[src/rtl/mem_arb_pkg.sv]
// Shared types for the fetch/data memory port arbiter.
// State encoding, winner IDs and the latency counter type.
package mem_arb_pkg;

  typedef enum logic [1:0] {
    IDLE  = 2'd0,
    ISSUE = 2'd1,
    WAIT  = 2'd2,
    RESP  = 2'd3
  } arb_state_e;

  localparam logic WIN_IF = 1'b0;
  localparam logic WIN_D  = 1'b1;

  localparam int STARVE_W = 4;

  typedef logic [2:0] wcnt_t;

endpackage

[src/rtl/mem_port_arbiter_if.sv]
// Requester and memory-side bus of the fetch/data port arbiter.
// master drives requests and read data; slave is the arbiter.
interface mem_port_arbiter_if #(
  parameter int ADDR_W = 32,
  parameter int DATA_W = 32
);

  logic              if_req;
  logic [ADDR_W-1:0] if_addr;
  logic [DATA_W-1:0] if_rdata;
  logic              if_ready;

  logic              d_req;
  logic              d_we;
  logic [ADDR_W-1:0] d_addr;
  logic [DATA_W-1:0] d_wdata;
  logic [DATA_W-1:0] d_rdata;
  logic              d_ready;

  logic              mem_en;
  logic              mem_we;
  logic [ADDR_W-1:0] mem_addr;
  logic [DATA_W-1:0] mem_wdata;
  logic [DATA_W-1:0] mem_rdata;

  modport slave (
    input  if_req, if_addr,
    input  d_req, d_we, d_addr, d_wdata,
    input  mem_rdata,
    output if_rdata, if_ready,
    output d_rdata, d_ready,
    output mem_en, mem_we,
    output mem_addr, mem_wdata
  );

  modport master (
    output if_req, if_addr,
    output d_req, d_we, d_addr, d_wdata,
    output mem_rdata,
    input  if_rdata, if_ready,
    input  d_rdata, d_ready,
    input  mem_en, mem_we,
    input  mem_addr, mem_wdata
  );

endinterface

[src/rtl/mem_arb_starve_ctr.sv]
// Saturating count of data grants taken while fetch waits.
// o_starved tells the arbiter to let fetch win next.
module mem_arb_starve_ctr
  import mem_arb_pkg::*;
#(
  parameter int STARVE_MAX = 4
) (
  input  logic clk,
  input  logic rst,
  input  logic i_grant,
  input  logic i_win_d,
  input  logic i_if_req,
  output logic o_starved
);

  localparam logic [STARVE_W-1:0] MAX =
    STARVE_W'(STARVE_MAX);

  logic [STARVE_W-1:0] r_cnt;

  always_ff @(posedge clk) begin
    if (rst) begin
      r_cnt <= '0;
    end else if (i_grant) begin
      if (i_win_d && i_if_req) begin
        if (r_cnt != '1)
          r_cnt <= r_cnt + 1'b1;
      end else begin
        r_cnt <= '0;
      end
    end
  end

  assign o_starved = (r_cnt >= MAX);

endmodule

[src/rtl/mem_port_arbiter.sv]
// Shares one synchronous memory between fetch and data ports.
// Data has priority; a starvation counter forces fetch through.
module mem_port_arbiter
  import mem_arb_pkg::*;
#(
  parameter int ADDR_W     = 32,
  parameter int DATA_W     = 32,
  parameter int MEM_LAT    = 2,
  parameter int STARVE_MAX = 4
) (
  input  logic              clk,
  input  logic              rst,
  mem_port_arbiter_if.slave bus,
  output logic              busy,
  output logic [31:0]       conflict_cycles
);

  localparam wcnt_t LAT_M1 = wcnt_t'(MEM_LAT - 1);

  arb_state_e        r_state;
  logic              r_win;
  logic              r_we;
  logic [ADDR_W-1:0] r_addr;
  logic [DATA_W-1:0] r_wdata;
  wcnt_t             r_wcnt;
  logic              r_mem_en;
  logic              r_if_ready;
  logic              r_d_ready;
  logic              r_busy;
  logic [DATA_W-1:0] r_if_rdata;
  logic [DATA_W-1:0] r_d_rdata;
  logic [31:0]       r_conf;

  logic w_any;
  logic w_both;
  logic w_starved;
  logic w_win_d;
  logic w_grant;

  assign w_any   = bus.if_req | bus.d_req;
  assign w_both  = bus.if_req & bus.d_req;
  assign w_win_d = bus.d_req &
                   ~(bus.if_req & w_starved);
  assign w_grant = (r_state == IDLE) & w_any;

  mem_arb_starve_ctr #(
    .STARVE_MAX(STARVE_MAX)
  ) u_starve (
    .clk       (clk),
    .rst       (rst),
    .i_grant   (w_grant),
    .i_win_d   (w_win_d),
    .i_if_req  (bus.if_req),
    .o_starved (w_starved)
  );

  always_ff @(posedge clk) begin
    if (rst) begin
      r_state    <= IDLE;
      r_win      <= WIN_IF;
      r_we       <= 1'b0;
      r_addr     <= '0;
      r_wdata    <= '0;
      r_wcnt     <= '0;
      r_mem_en   <= 1'b0;
      r_if_ready <= 1'b0;
      r_d_ready  <= 1'b0;
      r_busy     <= 1'b0;
      r_if_rdata <= '0;
      r_d_rdata  <= '0;
      r_conf     <= '0;
    end else begin
      r_mem_en   <= 1'b0;
      r_if_ready <= 1'b0;
      r_d_ready  <= 1'b0;
      unique case (r_state)
        IDLE: begin
          if (w_both)
            r_conf <= r_conf + 32'd1;
          if (w_any) begin
            r_win    <= w_win_d ? WIN_D : WIN_IF;
            r_we     <= w_win_d & bus.d_we;
            r_addr   <= w_win_d ? bus.d_addr
                                : bus.if_addr;
            if (w_win_d)
              r_wdata <= bus.d_wdata;
            r_mem_en <= 1'b1;
            r_busy   <= 1'b1;
            r_state  <= ISSUE;
          end
        end
        ISSUE: begin
          r_wcnt <= LAT_M1;
          if (r_we) begin
            r_if_ready <= (r_win == WIN_IF);
            r_d_ready  <= (r_win == WIN_D);
            r_state    <= RESP;
          end else begin
            r_state <= WAIT;
          end
        end
        WAIT: begin
          // last WAIT cycle is exactly MEM_LAT after ISSUE
          if (r_wcnt == '0) begin
            if (r_win == WIN_D)
              r_d_rdata <= bus.mem_rdata;
            else
              r_if_rdata <= bus.mem_rdata;
            r_if_ready <= (r_win == WIN_IF);
            r_d_ready  <= (r_win == WIN_D);
            r_state    <= RESP;
          end else begin
            r_wcnt <= r_wcnt - 1'b1;
          end
        end
        RESP: begin
          r_busy  <= 1'b0;
          r_state <= IDLE;
        end
      endcase
    end
  end

  assign bus.if_rdata  = r_if_rdata;
  assign bus.if_ready  = r_if_ready;
  assign bus.d_rdata   = r_d_rdata;
  assign bus.d_ready   = r_d_ready;
  assign bus.mem_en    = r_mem_en;
  assign bus.mem_we    = r_we;
  assign bus.mem_addr  = r_addr;
  assign bus.mem_wdata = r_wdata;
  assign busy            = r_busy;
  assign conflict_cycles = r_conf;

endmodule

[src/flat_wrapper.sv]
// flat-port wrapper written by rule: the top's interface ports become plain ports
module mem_port_arbiter_flat import mem_arb_pkg::*;
#(
  parameter int ADDR_W     = 32,
  parameter int DATA_W     = 32,
  parameter int MEM_LAT    = 2,
  parameter int STARVE_MAX = 4
)
  (clk, rst, busy, conflict_cycles, bus_if_req, bus_if_addr, bus_d_req, bus_d_we, bus_d_addr, bus_d_wdata, bus_mem_rdata, bus_if_rdata, bus_if_ready, bus_d_rdata, bus_d_ready, bus_mem_en, bus_mem_we, bus_mem_addr, bus_mem_wdata);
  mem_port_arbiter_if #(.ADDR_W(ADDR_W), .DATA_W(DATA_W)) bus_i ();
  input  logic clk;
  input  logic rst;
  output logic busy;
  output logic [31:0] conflict_cycles;
  input wire logic [$bits(bus_i.if_req)-1:0] bus_if_req;
  input wire logic [$bits(bus_i.if_addr)-1:0] bus_if_addr;
  input wire logic [$bits(bus_i.d_req)-1:0] bus_d_req;
  input wire logic [$bits(bus_i.d_we)-1:0] bus_d_we;
  input wire logic [$bits(bus_i.d_addr)-1:0] bus_d_addr;
  input wire logic [$bits(bus_i.d_wdata)-1:0] bus_d_wdata;
  input wire logic [$bits(bus_i.mem_rdata)-1:0] bus_mem_rdata;
  output wire logic [$bits(bus_i.if_rdata)-1:0] bus_if_rdata;
  output wire logic [$bits(bus_i.if_ready)-1:0] bus_if_ready;
  output wire logic [$bits(bus_i.d_rdata)-1:0] bus_d_rdata;
  output wire logic [$bits(bus_i.d_ready)-1:0] bus_d_ready;
  output wire logic [$bits(bus_i.mem_en)-1:0] bus_mem_en;
  output wire logic [$bits(bus_i.mem_we)-1:0] bus_mem_we;
  output wire logic [$bits(bus_i.mem_addr)-1:0] bus_mem_addr;
  output wire logic [$bits(bus_i.mem_wdata)-1:0] bus_mem_wdata;
  assign bus_i.if_req = bus_if_req;
  assign bus_i.if_addr = bus_if_addr;
  assign bus_i.d_req = bus_d_req;
  assign bus_i.d_we = bus_d_we;
  assign bus_i.d_addr = bus_d_addr;
  assign bus_i.d_wdata = bus_d_wdata;
  assign bus_i.mem_rdata = bus_mem_rdata;
  assign bus_if_rdata = bus_i.if_rdata;
  assign bus_if_ready = bus_i.if_ready;
  assign bus_d_rdata = bus_i.d_rdata;
  assign bus_d_ready = bus_i.d_ready;
  assign bus_mem_en = bus_i.mem_en;
  assign bus_mem_we = bus_i.mem_we;
  assign bus_mem_addr = bus_i.mem_addr;
  assign bus_mem_wdata = bus_i.mem_wdata;
  mem_port_arbiter #(.ADDR_W(ADDR_W), .DATA_W(DATA_W), .MEM_LAT(MEM_LAT), .STARVE_MAX(STARVE_MAX)) u_core (.clk(clk), .rst(rst), .bus(bus_i), .busy(busy), .conflict_cycles(conflict_cycles));
endmodule
[config.mk]
export PLATFORM = sky130hd
export DESIGN_NAME = mem_port_arbiter_flat
export DESIGN_NICKNAME = d
export VERILOG_FILES = /design/src/rtl/mem_arb_pkg.sv /design/src/rtl/mem_port_arbiter_if.sv /design/src/rtl/mem_arb_starve_ctr.sv /design/src/rtl/mem_port_arbiter.sv /design/src/flat_wrapper.sv
export SDC_FILE = /design/constraint.sdc
export NUM_CORES = 1
export LEC_CHECK = 0
export ABC_AREA = 0
export CORE_MARGIN = 2
export CORE_UTILIZATION = 42
export CTS_CLUSTER_SIZE = 12
export DETAILED_ROUTE_END_ITERATION = 12
export PLACE_DENSITY = 0.8
export SLEW_MARGIN = 20
export SYNTH_ARGS = -nofsm -noshare
export SYNTH_HDL_FRONTEND = slang
export SYNTH_SLANG_ARGS = --single-unit
[constraint.sdc]
create_clock -name clk -period 2.61 [get_ports clk]
set_clock_uncertainty 0.2 [all_clocks]
set_input_delay 0.522 -clock clk [delete_from_list [all_inputs] [get_ports clk]]
set_output_delay 0.522 -clock clk [all_outputs]
set_load 0.02 [all_outputs]
* Word level (Yosys, flattened, before mapping)
Index checks and enable logic that the tools add are counted.
** Storage, ports and cells
- Output and inout port bits :: 165
- Register bits :: 175
- Input port bits :: 133
- Logic and storage cells :: 69
** Cells by class
- Bitwise operators :: 9
- Order comparisons :: 1
- Equality and inequality tests :: 8
- Reductions and logical operators :: 15
- $add $sub $neg :: 3
- Mux-type cells :: 19
** Operators by type and width (count)
- $add A32 B1 Y32 const B :: 1
- $mux W32 :: 1
- $reduce_and A2 Y1 :: 6
- $reduce_and A3 Y1 :: 3
- $mux W1 :: 8
- $mux W4 :: 2
- $pmux W2 S4 :: 1
- $ne A2 B1 Y1 const B :: 3
- $pmux W1 S2 :: 3
- $pmux W3 S2 :: 1
- $and A1 B1 Y1 :: 5
- $add A4 B1 Y4 const B :: 1
- $eq A2 B2 Y1 const B :: 2
- $ge A4 B3 Y1 const B :: 1
- $mux W2 :: 2
- $ne A4 B4 Y1 const B :: 1
- $reduce_bool A2 Y1 :: 2
- $logic_not A3 Y1 :: 1
- $mux W3 :: 1
- $not A1 Y1 :: 3
- $sub A3 B1 Y3 const B :: 1
- $eq A2 B1 Y1 const B :: 1
- $logic_not A2 Y1 :: 1
- $ne A2 B2 Y1 const B :: 1
- other kinds (3) :: 3

* Logic depth before layout (Yosys ltp)
Gate-level depths: netlist of the first run.
- Depth in word-level cells :: 7
- Mapped depth :: 8
- Gate-level depth less buffers :: 6

* Modules after synthesis
A second synthesis of the first run with hierarchy kept.
** Unflattened totals
- Cell total of the unflattened synthesis :: 825
- Area, all modules :: 6924.1 sq um
** By module, submodules not included
- mem_port_arbiter :: cells an instance 800, times used 1, area an instance 6698.9 sq um, seq. area each 3423.3 sq um
- mem_arb_starve_ctr :: cells an instance 25, times used 1, area an instance 225.2 sq um, seq. area each 80.1 sq um

* Worst setup path after synthesis of the first run
No wires, ideal clock.
- Path type :: flip-flop to flip-flop
- Start :: register u_core.r_conf[6], in the netlist u_core.conflict_cycles[6]
- End :: register u_core.r_conf[31], in the netlist u_core.conflict_cycles[31]
- Arrival time :: 1972 ps
- Path buffers :: 1
- Stages on the path, launching flop included :: 6
- Path slack :: 317 ps
- Data required time :: 2289 ps
- Path through :: dfxtp_1 > nand4_1 > or4_1 > clkbuf_1 > nor4_1 > mux2_2
** Between the ends
- Longest elaborated chain between the ends :: 1
** Ends and longest elaborated chain
- from (decl) :: line mem_port_arbiter.sv:32 : logic [31:0] r_conf;
- from (signal assigned) :: line mem_port_arbiter.sv:79 : r_conf <= r_conf + 32'd1;
- $add A32 B1 Y32 :: line mem_port_arbiter.sv:79
No other way between the ends.
A chain may end at the register's enable or synchronous reset.

* Worst setup path in the final report of the first run
- Start :: register u_core.r_state[0]
- End :: register u_core.r_conf[28], in the netlist u_core.conflict_cycles[28]
** Between the ends
- Longest elaborated chain between the ends :: 2
** Ends and longest elaborated chain
- from (decl) :: line mem_port_arbiter.sv:20 : arb_state_e r_state;
- from (signal assigned) :: line mem_port_arbiter.sv:59 : r_state <= IDLE;
- from (signal assigned) :: line mem_port_arbiter.sv:89 : r_state <= ISSUE;
- from (signal assigned) :: line mem_port_arbiter.sv:97 : r_state <= RESP;
- $logic_not A2 Y1 :: line mem_port_arbiter.sv:76 : unique case (r_state)
- $reduce_and A2 Y1 (no source line)
No other way between the ends.

==> results of run 1 <==
worst max-delay path by stage:
| stage | startpoint | to |
|---|---|---|
| global placement | bus_d_req | u_core.conflict_cycles[26]$_SDFFE_PP0P_ |
| global route | u_core.r_state[0]$_SDFFE_PP0P_ | u_core.conflict_cycles[20]$_SDFFE_PP0P_ |
| CTS | u_core.r_state[0]$_SDFFE_PP0P_ | u_core.conflict_cycles[28]$_SDFFE_PP0P_ |
| floorplan | u_core.conflict_cycles[6]$_SDFFE_PP0P_ | u_core.conflict_cycles[31]$_SDFFE_PP0P_ |
| finish | u_core.r_state[0]$_SDFFE_PP0P_ | u_core.conflict_cycles[28]$_SDFFE_PP0P_ |
| detailed placement | bus_d_req | u_core.conflict_cycles[28]$_SDFFE_PP0P_ |
kinds of logic after synthesis:
family                   count (synthesis)  share of synthesized area (%)
adder cells (fa/ha/maj)                  9                           1.63
AND/OR/NAND/NOR                        412                           25.8
AO/OA/AOI/OAI                          180                           15.4
flip-flops                             175                           50.7
XOR/XNOR                                11                           1.40
buffers and inverters                   74                           4.19
multiplexers                             5                          0.779
sequential cells by signal (all words and copies together) (netlist names), 2 cells and up:
signal / count
u_core.bus.d_rdata: 32
u_core.bus.if_rdata: 32
u_core.bus.mem_addr: 32
u_core.bus.mem_wdata: 32
u_core.conflict_cycles: 32
u_core.r_state: 2
u_core.r_wcnt: 3
u_core.u_starve.r_cnt: 4
tightest hold or removal path: cells and delay by family (launching register included):
family             cells  cell delay (ns)
DFF                    1             0.31
and+or+nand+nor        1             0.05
AOI/OAI and AO/OA      1             0.05
power groups by stage:
stage / clock [mW] / combinational, mW / sequential (mW)
2_1_floorplan: 0 / 1.19 / 3.78
3_3_place_gp: 0 / 2.99 / 3.33
3_5_place_dp: 0 / 3.02 / 3.35
4_1_cts: 2.69 / 3.04 / 3.29
5_1_grt: 2.79 / 3.26 / 3.34
6_report: 2.64 / 3.02 / 3.29
metal layers:
layer | vias up | track usage (%)
met5 | - | 0
met1 | 3261 | 26.5
li1 | 3504 | -
met2 | 274 | 40.6
met4 | 2 | 5.56
met3 | 27 | 8.69
cell usage after synthesis, drive strengths merged:
cell,count
nand3,11
nor2b,5
or2,2
o21ai,14
a211oi,2
ha,9
mux2i,2
and4b,1
or3,11
and3,5
nor2,57
or4,14
nor4,4
a21oi,118
nor3b,1
a21bo,1
nor4bb,1
nand2,274
a22oi,3
nand4,12
xor2,4
nand3b,1
dfxtp,175
a311oi,32
and4,2
nor3,8
o31ai,8
mux2,3
buf,8
a221oi,1
clkbuf,54
inv,12
a2bb2oi,1
xnor2,7
and2,3
metrics by stage:
step | utilization, % | worst slack (ns)
detailed placement | 63.9 | -0.0625
finish | 67.7 | 0.241
CTS | 67.7 | 0.240
floorplan | - | 0.317
global placement | 63.9 | 0.00108
global route | 67.7 | 0.0935
layout make-up:
type                            count  area, µm²  share of cell area, %
Sequential cell                   175       3500                   32.3
Timing Repair Buffer              326       3290                   30.3
Clock inverter                     14        180                   1.66
Inverter                           12       45.0                  0.416
Multi-Input combinational cell    617       3120                   28.8
Tap cell                          216        270                   2.49
Clock buffer                       18        429                   3.96
==> impl_metrics.yaml, run 1 <==
critical_path:
  arrival_ns: 2.51
  critPathTopFamily: "simple AND/OR/NAND/NOR gates"
  endpoint_kind: "flop"
  crit_cells: 6
  rr_worst_depth: 6
  cp_slowest_cell: "or4_1"
  crit_required_ns: 2.75
  crit_buf_inv: 1
  worst-path-max-fanout: 5
  rr_startpoint: "u_core.r_state[0]$_SDFFE_PP0P_"
  worstSetupStartpointType: "flop"
  r2r-end: "u_core.conflict_cycles[28]$_SDFFE_PP0P_"
  critPathKind: "reg -> reg"
  slowest_delay_ns: 0.59
  r2r_slack_ns: 0.24
  path_cells: "inv_1 > ha_1 > nand4_4 > or4_1 > or4_1 > a21oi_1"
  cp_common_cell: "or4_1"
layout:
  n_antenna_cell: 0
  fin_cells: 1378
  finalNetCount: 1291
  final_cell_area_um2: 10800
  drive_gt1_share_pct: 6.20
  layout_commonest_cell: "clkdlybuf4s50_1"
  area_delta_synth_final_pct: 57.0
  layout_common_cells: "296 x clkdlybuf4s50_1, 274 x nand2_1, 175 x dfxtp_1"
  fill_cells: 1382
clocking:
  hold_buffers: 0
  cts.clk_slew.worst_paths_ns: 0.07
  cts-root-buf: "clkbuf_16"
  cts_buffer_depth: 2
  cts-buffers-inserted: 17
  htreeDepth: 4
  clk_latency_ns: 0.42
  cts_resized: 0
  cts_tree: "done"
  post-cts-setup-buffers: 0
  cts.sinks: 175
yosys:
  synth.area.top_cells: "dfxtp_1 51%, nand2_1 15%, a21oi_1 8.6%"
  synthDistinctLibCells: 41
  synth_cells: 866
  synth_top_area_share_pct: 50.7
  syn_area_per_cell_um2: 7.97
  yosysWarnings: 0
  yosysSeqAreaShare_pct: 50.7
  synth-seq-cells: 175
  synth.net_count: 1008
  yosys.area.top_type: "dfxtp_1"
  netlist_area_um2: 6900
floorplanning:
  start_util_pct: 43.1
  die_w_um: 132
  coreArea_um2: 16000
  die_area_um2: 17500
  num_rows: 46
  ioPinCount: 298
  die_h_um: 132
pwr:
  pwr-share-seq_pct: 36.8
  p_sw_mw: 2.99
  swShare_pct: 33.5
  leakagePower_nw: 3.82
  p_clk_share_pct: 29.5
  vdd_drop_max_mv: 0.537
  powerDensity_nw_per_um2: 825
  total_power_mw: 8.94
  p_int_mw: 5.95
  comb_power_share_pct: 33.7
detailed_routing:
  drtAntennaViolNets: 0
  routedWlPerCell_um: 15.0
  finalWirelength_mm: 20.7
  dr_total_vias: 7068
  wl_met3_mm: 1.91
  wl_met2_mm: 10.2
  met1_length_mm: 8.28
  first_pass_iters: 5
  top_layer: "met5"
  viasPerCell: 5.13
  drc: 0
  dr.first_iter.drc_count: 332
hold_path:
  whs_endpoint: "u_core.bus.d_rdata[23]$_SDFFE_PP0P_"
  hp-class: "reg -> reg"
  worstHoldStart: "u_core.bus.d_rdata[23]$_SDFFE_PP0P_"
  worstHoldPathCells: 2
grt:
  track_usage_pct: 23.1
  grt.overflow.total: 0
  grt_start_max_net_pins: 55
  grt_pass1_vias: 6586
  grt_pass1_wl_mm: 32.9
  antenna_found_initial: 1
sta:
  drv_slew: 0
  worstMarginPinSlew_ns: 0.681
  slew_headroom_pct: 54.6
  setup_viol: 0
  setup_tns_ns: 0
  period_needed_ns: 2.37
  min_period_over_period_pct: 90.8
  hold_viol: 0
  rsz0062_at_grt: "false"
  hold-worst-slack_ns: 0.254
  fmax_mhz: 422
placement:
  place.gp.congestion: 0.804
  dpl_cell_area_um2: 10200
  dpl.hpwl_mm: 14.6
  io_buffer_count: 297
  place_inst: 1346
run:
  drv_cap: 0
outcome:
  run_status: "complete, no violations"
(Power assumes the default switching activity.)
==> run 2: changes to the inputs <==
--- a/config.mk
+++ b/config.mk
@@ -5,12 +5,13 @@
 export SDC_FILE = /design/constraint.sdc
 export NUM_CORES = 1
 export LEC_CHECK = 0
-export ABC_AREA = 0
+export ABC_AREA = 1
 export CORE_MARGIN = 2
-export CORE_UTILIZATION = 42
-export CTS_CLUSTER_SIZE = 12
+export CORE_UTILIZATION = 43
+export CTS_CLUSTER_SIZE = 28
 export DETAILED_ROUTE_END_ITERATION = 12
-export PLACE_DENSITY = 0.8
+export GPL_TIMING_DRIVEN = 0
+export PLACE_DENSITY = 0.81
 export SLEW_MARGIN = 20
 export SYNTH_ARGS = -nofsm -noshare
 export SYNTH_HDL_FRONTEND = slang
==> run 2 against run 1 <==
Non-clock buffer count rose by 20. Wire length is 9.5% higher. Global-route usage rose by 2.9 points. Highest routed layer is now met4.
==> impl_metrics.yaml, run 2 <==
critical_path:
  worstSetupStartpointType: "flop"
  crit_required_ns: 1.89
  endpoint_kind: "output pin"
  r2r-end: "u_core.bus.if_rdata[17]$_SDFFE_PP0P_"
  slowest_delay_ns: 0.66
  critPathTopFamily: "buffers and inverters"
  rr_worst_depth: 10
  critPathKind: "reg -> out"
  arrival_ns: 1.55
  r2r_slack_ns: 0.34
  path_cells: "clkdlybuf4s50_1"
  crit_buf_inv: 1
  rr_startpoint: "u_core.r_wcnt[0]$_SDFFE_PP0P_"
  worst-path-max-fanout: 6
  cp_slowest_cell: "clkdlybuf4s50_1"
sta:
  hold_viol: 0
  setup_viol: 0
  worstMarginPinSlew_ns: 0.668
  period_needed_ns: 2.27
  fmax_mhz: 440
  rsz0062_at_grt: "false"
  drv_slew: 0
  min_period_over_period_pct: 87.1
  slew_headroom_pct: 55.5
  setup_tns_ns: 0
floorplanning:
  coreArea_um2: 15900
  ioPinCount: 298
  die_area_um2: 17400
  start_util_pct: 44.2
  die_w_um: 132
  num_rows: 46
  die_h_um: 132
detailed_routing:
  dr_total_vias: 7441
  drtAntennaViolNets: 0
  dr.first_iter.drc_count: 421
  drc: 0
  viasPerCell: 4.93
  first_pass_iters: 6
  routedWlPerCell_um: 15.0
  finalWirelength_mm: 22.7
yosys:
  synthArstFlopShare_pct: 0
  syn_area_per_cell_um2: 7.29
  synth_top_area_share_pct: 49.7
  yosysWarnings: 0
  synth.area.top_cells: "dfxtp_1 50%, o21ai_0 10%, nor2_1 10%"
  yosysSeqAreaShare_pct: 49.7
  synth_commonest_cells: "190 x nor2_1, 175 x dfxtp_1, 153 x nand2_1"
  yosys.area.top_type: "dfxtp_1"
  synthDistinctLibCells: 31
  synth_cells: 967
  synth-edff-count: 0
  yosysMostFrequentCell: "nor2_1"
  netlist_area_um2: 7050
  synth_ff_type: "dfxtp_1"
  synth.net_count: 1109
  synth-seq-cells: 175
clocking:
  htreeDepth: 4
  post-cts-setup-buffers: 0
  cts-root-buf: "clkbuf_16"
  clk_latency_ns: 0.42
  hold_buffers: 0
  cts-buffers-inserted: 17
  cts.clk_slew.worst_paths_ns: 0.06
  cts_buffer_depth: 2
  cts_tree: "done"
  cts_resized: 0
  cts.sinks: 175
pwr:
  vdd_drop_max_mv: 0.494
  powerDensity_nw_per_um2: 872
  leakagePower_nw: 4.24
  total_power_mw: 9.49
placement:
  io_buffer_count: 296
  dpl.hpwl_mm: 17.1
  place.gp.congestion: 0.865
  place_inst: 1479
layout:
  area_delta_synth_final_pct: 54.4
  n_antenna_cell: 0
  layout_commonest_cell: "clkdlybuf4s50_1"
  drive_gt1_share_pct: 3.56
  layout_common_cells: "296 x clkdlybuf4s50_1, 190 x nor2_1, 175 x dfxtp_1"
  fin_cells: 1508
  fin_util_pct: 68.3
  finalNetCount: 1424
hold_path:
  worstHoldPathCells: 2
  hp-class: "reg -> reg"
  worstHoldStart: "u_core.u_starve.r_cnt[3]$_SDFFE_PP0P_"
  whs_endpoint: "u_core.u_starve.r_cnt[3]$_SDFFE_PP0P_"
grt:
  track_usage_pct: 26.0
  grt_pass1_vias: 7031
  grt.overflow.total: 0
  antenna_found_initial: 0
  grt_pass1_wl_mm: 36.4
  grt_start_max_net_pins: 17
run:
  drv_cap: 0
outcome:
  run_status: "complete, no violations"
-- run 2: cells by family (layout without fill, tap and decap cells) --
group                    count (synthesis)  in the layout  synth area share, %
flip-flops                             175            175                 49.7
AO/OA/AOI/OAI                          240            240                 17.9
XOR/XNOR                                 5              5                0.621
buffers and inverters                  142            467                 7.67
adder cells (fa/ha/maj)                  9              9                 1.60
AND/OR/NAND/NOR                        396            396                 22.5
-- run 2: how the worst max path moves through the flow --
stage                     depth (start not counted)                                      end                               startpoint  slack [ns]
final                                             1                      conflict_cycles[26]  u_core.conflict_cycles[26]$_SDFFE_PP0P_        0.34
after global routing                             10     u_core.bus.if_rdata[15]$_SDFFE_PP0P_            u_core.r_wcnt[0]$_SDFFE_PP0P_        0.05
after CTS                                         1                      conflict_cycles[26]  u_core.conflict_cycles[26]$_SDFFE_PP0P_        0.33
after detailed placement                          7           u_core.bus.mem_we$_SDFFE_PP0P_                               bus_if_req       -0.06
after global placement                            7           u_core.bus.mem_we$_SDFFE_PP0P_                               bus_if_req       -0.02
after floorplan                                   9  u_core.conflict_cycles[23]$_SDFFE_PP0P_           u_core.r_state[0]$_SDFFE_PP0P_        0.80
-- run 2: layout make-up --
| type | count | area [µm²] |
|---|---|---|
| Multi-Input combinational cell | 650 | 3010 |
| Inverter | 92 | 345 |
| Clock inverter | 9 | 135 |
| Timing Repair Buffer | 296 | 2960 |
| Sequential cell | 175 | 3500 |
| Fill cell | 1366 | 5060 |
| Tap cell | 216 | 270 |
| Clock buffer | 20 | 467 |
| Buffer | 50 | 195 |
-- run 2: through the flow --
step | instance area [µm²] | worst slack [ns] | hold slack, ns
2_1_floorplan | 7050 | 0.805 | 0.218
3_3_place_gp | 10300 | -0.0186 | 0.228
3_5_place_dp | 10300 | -0.0613 | 0.232
4_1_cts | 10900 | 0.325 | 0.243
5_1_grt | 10900 | 0.0549 | 0.261
6_report | 10900 | 0.336 | 0.241
-- run 2: report_power, final --
group	internal (mW)	total (mW)	switching [mW]
clock	1.57	2.61	1.04
sequential	3.24	3.52	0.285
combinational	1.43	3.35	1.92
-- run 2: per-layer routing --
metal  wire [µm]  global-route usage [%]  vias to the layer above
li1            -                       -                     3756
met1        9670                    32.1                     3354
met2       10600                    42.1                      279
met3        1530                    7.50                       52
met4         886                    11.9                        0
met5           0                       0                        -
==> run 3: changes to the inputs <==
--- a/config.mk
+++ b/config.mk
@@ -8,7 +8,6 @@
 export ABC_AREA = 1
 export CORE_MARGIN = 2
 export CORE_UTILIZATION = 43
-export CTS_CLUSTER_SIZE = 28
 export DETAILED_ROUTE_END_ITERATION = 12
 export GPL_TIMING_DRIVEN = 0
 export PLACE_DENSITY = 0.81
==> constraint.sdc (replaced) <==
create_clock -name clk -period 2.61 [get_ports clk]
set_clock_uncertainty 0.2 [all_clocks]
set_input_delay 0.261 -clock clk [delete_from_list [all_inputs] [get_ports clk]]
set_output_delay 0.261 -clock clk [all_outputs]
set_load 0.02 [all_outputs]
==> results of run 3 <==
The final DEF is identical to that of run 2. Status: complete, no violations.
Main changes from that run: setup slack after placement -0.0613 ns -> 0.200 ns; setup slack after layout 0.336 ns -> 0.339 ns; hold slack 0.241 ns -> 0.197 ns; start point of the critical path u_core.conflict_cycles[26]$_SDFFE_PP0P_ -> u_core.r_wcnt[0]$_SDFFE_PP0P_; end point of the critical path conflict_cycles[26] -> u_core.bus.if_rdata[17]$_SDFFE_PP0P_; end point of the worst hold path u_core.u_starve.r_cnt[3]$_SDFFE_PP0P_ -> u_core.bus.mem_addr[5]$_SDFFE_PP0P_
